--- src/rtl/os_assembler.sv ---
// rtl/os_assembler.sv - frames TS1/TS2 ordered sets, flags idle, SKP, EIOS and framing errors
module os_assembler #(
  parameter logic [7:0] COM_SYM = 8'hBC,
  parameter logic [7:0] SKP_SYM = 8'h1C,
  parameter logic [7:0] IDL_SYM = 8'h7C,
  parameter logic [7:0] PAD_SYM = 8'hF7
) (
  input  logic         clk,
  input  logic         reset,
  input  logic         enable,
  input  logic [7:0]   symbol,
  input  logic         symbol_k,
  input  logic         symbol_valid,
  output logic [127:0] orderedset,
  output logic         valid,
  output logic         skp_detected,
  output logic         eios_detected,
  output logic         os_error
);

  typedef enum logic [2:0] {
    S_HUNT,
    S_TYPE,
    S_COLLECT,
    S_SKP,
    S_EIOS
  } state_t;

  state_t         state_q, state_d;
  logic [3:0]     index_q, index_d;
  logic [1:0]     count_q, count_d;
  logic [127:0]   shadow_q, shadow_d;
  logic [127:0]   orderedset_q, orderedset_d;
  logic           valid_q, valid_d;
  logic           skp_q, skp_d;
  logic           eios_q, eios_d;
  logic           err_q, err_d;

  logic           is_com;
  assign is_com = symbol_k && (symbol == COM_SYM);

  always_comb begin
    state_d      = state_q;
    index_d      = index_q;
    count_d      = count_q;
    shadow_d     = shadow_q;
    orderedset_d = orderedset_q;
    valid_d      = 1'b0;
    skp_d        = 1'b0;
    eios_d       = 1'b0;
    err_d        = 1'b0;

    if (!enable) begin
      state_d = S_HUNT;
      index_d = 4'd0;
      count_d = 2'd0;
    end else if (symbol_valid) begin
      case (state_q)
        S_HUNT: begin
          if (is_com) begin
            shadow_d[7:0] = COM_SYM;
            state_d       = S_TYPE;
          end else if (!symbol_k && symbol == 8'h00) begin
            orderedset_d = '0;
            valid_d      = 1'b1;
          end
        end

        S_TYPE: begin
          if (symbol_k && symbol == SKP_SYM) begin
            state_d = S_SKP;
            count_d = 2'd1;
          end else if (symbol_k && symbol == IDL_SYM) begin
            state_d = S_EIOS;
            count_d = 2'd1;
          end else if (is_com) begin
            // Back-to-back COM: treat the newest one as the start of the set.
            err_d = 1'b1;
          end else if (!symbol_k || symbol == PAD_SYM) begin
            shadow_d[15:8] = symbol;
            index_d        = 4'd2;
            state_d        = S_COLLECT;
          end else begin
            err_d   = 1'b1;
            state_d = S_HUNT;
          end
        end

        S_COLLECT: begin
          if (symbol_k && !(index_q == 4'd2 && symbol == PAD_SYM)) begin
            err_d   = 1'b1;
            index_d = 4'd0;
            state_d = is_com ? S_TYPE : S_HUNT;
          end else if (index_q >= 4'd11 && symbol != shadow_q[87:80]) begin
            err_d   = 1'b1;
            index_d = 4'd0;
            state_d = S_HUNT;
          end else begin
            shadow_d[{index_q, 3'b000} +: 8] = symbol;
            if (index_q == 4'd15) begin
              orderedset_d = {symbol, shadow_q[119:0]};
              valid_d      = 1'b1;
              index_d      = 4'd0;
              state_d      = S_HUNT;
            end else begin
              index_d = index_q + 4'd1;
            end
          end
        end

        S_SKP, S_EIOS: begin
          // count tracks matching symbols seen so far, including symbol 1.
          if (symbol_k && symbol == ((state_q == S_SKP) ? SKP_SYM : IDL_SYM)) begin
            if (count_q == 2'd2) begin
              skp_d   = (state_q == S_SKP);
              eios_d  = (state_q == S_EIOS);
              count_d = 2'd0;
              state_d = S_HUNT;
            end else begin
              count_d = count_q + 2'd1;
            end
          end else begin
            err_d   = 1'b1;
            count_d = 2'd0;
            state_d = is_com ? S_TYPE : S_HUNT;
          end
        end

        default: begin
          state_d = S_HUNT;
          index_d = 4'd0;
          count_d = 2'd0;
        end
      endcase
    end
  end

  always_ff @(posedge clk or negedge reset) begin
    if (!reset) begin
      state_q      <= S_HUNT;
      index_q      <= 4'd0;
      count_q      <= 2'd0;
      shadow_q     <= '0;
      orderedset_q <= '0;
      valid_q      <= 1'b0;
      skp_q        <= 1'b0;
      eios_q       <= 1'b0;
      err_q        <= 1'b0;
    end else begin
      state_q      <= state_d;
      index_q      <= index_d;
      count_q      <= count_d;
      shadow_q     <= shadow_d;
      orderedset_q <= orderedset_d;
      valid_q      <= valid_d;
      skp_q        <= skp_d;
      eios_q       <= eios_d;
      err_q        <= err_d;
    end
  end

  assign orderedset    = orderedset_q;
  assign valid         = valid_q;
  assign skp_detected  = skp_q;
  assign eios_detected = eios_q;
  assign os_error      = err_q;

endmodule

--- config.mk ---
export PLATFORM = sky130hd
export DESIGN_NAME = os_assembler
export DESIGN_NICKNAME = d
export VERILOG_FILES = /design/src/rtl/os_assembler.sv
export SDC_FILE = /design/constraint.sdc
export NUM_CORES = 1
export LEC_CHECK = 0
export CAP_MARGIN = 20
export CELL_PAD_IN_SITES_DETAIL_PLACEMENT = 0
export CELL_PAD_IN_SITES_GLOBAL_PLACEMENT = 2
export CORE_AREA = 2 2 214 216
export DETAILED_ROUTE_END_ITERATION = 8
export DIE_AREA = 0 0 216 218
export HOLD_SLACK_MARGIN = 0.02
export PLACE_DENSITY_LB_ADDON = 0.2
export SLEW_MARGIN = 0
export SYNTH_ARGS = -nofsm -noshare
export SYNTH_HDL_FRONTEND = slang
export SYNTH_SLANG_ARGS = --single-unit
--- constraint.sdc ---
create_clock -name clk -period 3.8 [get_ports clk]
set_input_delay 1.14 -clock clk [delete_from_list [all_inputs] [get_ports clk]]
set_output_delay 1.14 -clock clk [all_outputs]
set_load 0.05 [all_outputs]
==> flow_summary.toml <==
[status]
status = "completed"

[min_path]
worst_hold_startpoint = "orderedset[60]"
whs_path_depth = 2
hold_path.class = "flop to flop"
min_to = "orderedset[60]"

[floorplan]
num_rows = 78
io_pins = 145
dieArea_um2 = 47090
core_area_um2 = 44890
start_util_pct = 24.56
fp.dieH_um = 218
die_x_um = 216

[global_routing]
met1_usage_pct = 20.25
grt_max_degree = 82
global_route.peak_usage_layer = "met2"
grt_pass1_vias = 8194
met2_usage_pct = 22.79
grt_overflow_total = 0
grt_pass1_wl_um = 51870
antenna_found_initial = 0
grt.total_usage_pct = 14.33
met3_usage_pct = 2.315

[place]
gp_congestion = 0.7870
dp_hpwl_um = 22730
portBuffers = 144

[layout]
multiInputGateArea_um2 = 4123
regArea_um2 = 6531
postLayoutCoreUtil_pct = 32.50
final_layout_size_suffix_gt1_share_pct = 18.37
n_antenna_cell = 0
nNetsFinal = 1217
syn_to_final_growth_pct = 32.33
num-fill-cells = 4674

[synthesis]
ys.flop_type = "dfrtp_1"
synthTopCellsByArea = "dfrtp_1 (59%), mux2_2 (10%), nand2_1 (9.2%)"
syn_avg_cell_area_um2 = 10.65
synth_cell_type_count = 58
synthArstFlopShare_pct = 100.0
yosysWarnings = 0
ys_ff_latch = 261
post-synth-top-area-cell = "dfrtp_1"
synth_nets = 1051
synth_top_cell_area_share_pct = 59.24
syn_area_um2 = 11030
netlist_instances = 1035
synth-edff-count = 0
synth-seq-area-share_pct = 59.24

[power]
p_clk_share_pct = 50.0
netSwitchingPower_mw = 1.286
peakVddDrop_mv = 0.2699
p_int_mw = 4.655
netSwitchingFraction_pct = 21.64
pwr_density_cell_nw_per_um2 = 407.2
power_frac_seq_pct = 47.0
p_leak_nw = 6.385
pwr-share-comb_pct = 3.1
power_mw = 5.940

[setup_path]
timing.rr.start = "index_q[0]"
critPathMaxFanout = 8
crit_required_ns = 4.24
worst_r2r_endpoint = "shadow_q[116]"
end_kind = "flop"
arrival_ns = 3.64
cp-start-kind = "input pin"
rr_worst_depth = 8
path_class = "input pin to flop"
r2r_slack_ns = 0.76

[routing]
drtIter0Drc = 396
drtAntennaViolNets = 0
dr.pass1.iters = 4
wl_per_cell_um = 18.30
wirelength_um = 33400
avgViaCountPerCell = 4.345
route.detailed.drc = 0
vias = 7929

[sta]
rsz0062_at_grt = "false"
fin_crit_ns = 3.201
slew_violations = 0
fin_setup_tns_ns = 0
relSlewSlack_pct = 41.78
fin_skew_ns = 0.02600
worst_slew_pin_slew_ns = 0.8671
hold_viol_final = 0
fin_crit_sh_pct = 84.25
fmax_mhz = 312.4
setup_viol = 0

[cts]
clockBufferDepth = 3
hold_buffers = 0
clk_latency_ns = 0.57
post_cts_buffers = 0
clk_pin_slew_ns = 0.06
cts.repair.resized = 0
numCtsBuffers = 31
ctsRootBufferMaster = "clkbuf_16"
htree_num_levels = 1
clkSinkCount = 261
tritoncts = "done"

[flow_run]
drv_cap = 0
==> power groups by stage <==
stage          logic [mW]  registers (mW)  clock network, mW
5_1_grt             0.205            2.79               3.24
3_5_place_dp        0.191            2.84                  0
2_1_floorplan      0.0441            2.84                  0
4_1_cts             0.191            2.79               3.09
3_3_place_gp        0.191            2.84                  0
6_report            0.182            2.79               2.97
==> cells in the final DEF, fill, tap and decap left out, types with 10 or more instances in the layout <==
cell type        instances
nor2b_1                 16
buf_12                  14
nand3_1                 11
inv_1                   19
o21ai_0                135
mux2i_1                 12
mux2_2                  98
clkdlybuf4s50_1        143
nor2_1                  16
buf_4                   48
o31ai_1                 15
nand2_1                270
clkbuf_1                12
clkbuf_16               31
a21oi_1                 10
dfrtp_1                261
==> flip-flops by register name (all words and copies together), names as in the netlist <==
name / cells
index_q: 4
shadow_q: 120
count_q: 2
state_q: 3
os_error: 1
orderedset: 128
valid: 1
eios_detected: 1
skp_detected: 1
==> metrics by stage <==
step           setup slack (ns)  hold WS (ns)  std cells  area (um2)
2_1_floorplan            0.5225        0.4497       1035       11030
3_3_place_gp            0.01234        0.4653       1768       13560
3_5_place_dp            0.01564        0.4694       1768       13560
4_1_cts                  0.6052        0.4830       1825       14590
5_1_grt                  0.5006        0.5068       1825       14590
6_report                 0.5987        0.4743       1825       14590
==> cells in the mapped netlist (all sizes together) (2+ instances only) <==
master,n
a211oi,2
a21oi,11
a22oi,2
a32o,3
and2,5
and3,5
buf,26
clkbuf,47
dfrtp,261
ha,3
inv,19
mux2,98
mux2i,12
nand2,270
nand2b,2
nand3,12
nand3b,3
nand4,12
nand4b,2
nor2,16
nor2b,16
nor3,9
nor3b,2
nor4,8
nor4b,2
o21a,2
o21ai,135
o22ai,2
o31ai,15
or2,5
or4,2
xnor2,3
xor2,9
==> cell type report <==
cell class              instances  area share, %
clock inverters                 5         0.5660
well taps                     600          5.145
repair buffers                206          14.30
multi-input cells             682          28.26
clock buffers                  52          6.475
inverters                      19         0.4888
flip-flops and latches        261          44.76
==> worst max path at each step <==
| stage | start | to | slack [ns] | cells after the start |
|---|---|---|---|---|
| after floorplan | symbol[4] | shadow_q[112] | 0.52 | 7 |
| after global placement | symbol[3] | shadow_q[119] | 0.01 | 7 |
| after detailed placement | symbol[3] | shadow_q[116] | 0.02 | 7 |
| after CTS | symbol[3] | shadow_q[113] | 0.61 | 7 |
| after global routing | symbol[7] | orderedset[40] | 0.50 | 8 |
| final | symbol[3] | shadow_q[116] | 0.60 | 7 |
==> cells by family after synthesis <==
family	synth area share, %
and+or+nand+nor	15.67
muxes	11.10
xor gates and xnor gates	0.9533
DFF	59.24
AOI/OAI and AO/OA	9.203
adders and majority gates	0.3405
buffers and inverters	3.495
==> routing by layer <==
| layer | routed length [um] | part of all wire (%) |
|---|---|---|
| met5 | 0 | 0 |
| met3 | 1224 | 3.7 |
| met2 | 15500 | 46 |
| met1 | 16070 | 48 |
| met4 | 605 | 1.8 |
==> worst max-delay path, cell delays in order <==
cell             delay [ns]
clkdlybuf4s50_1        0.55
nand4b_1               0.27
o31a_1                 0.40
or4b_4                 0.58
nor3_4                 0.21
buf_12                 0.15
mux2_2                 0.33
Note: power is estimated with default switching activity, not from simulation.
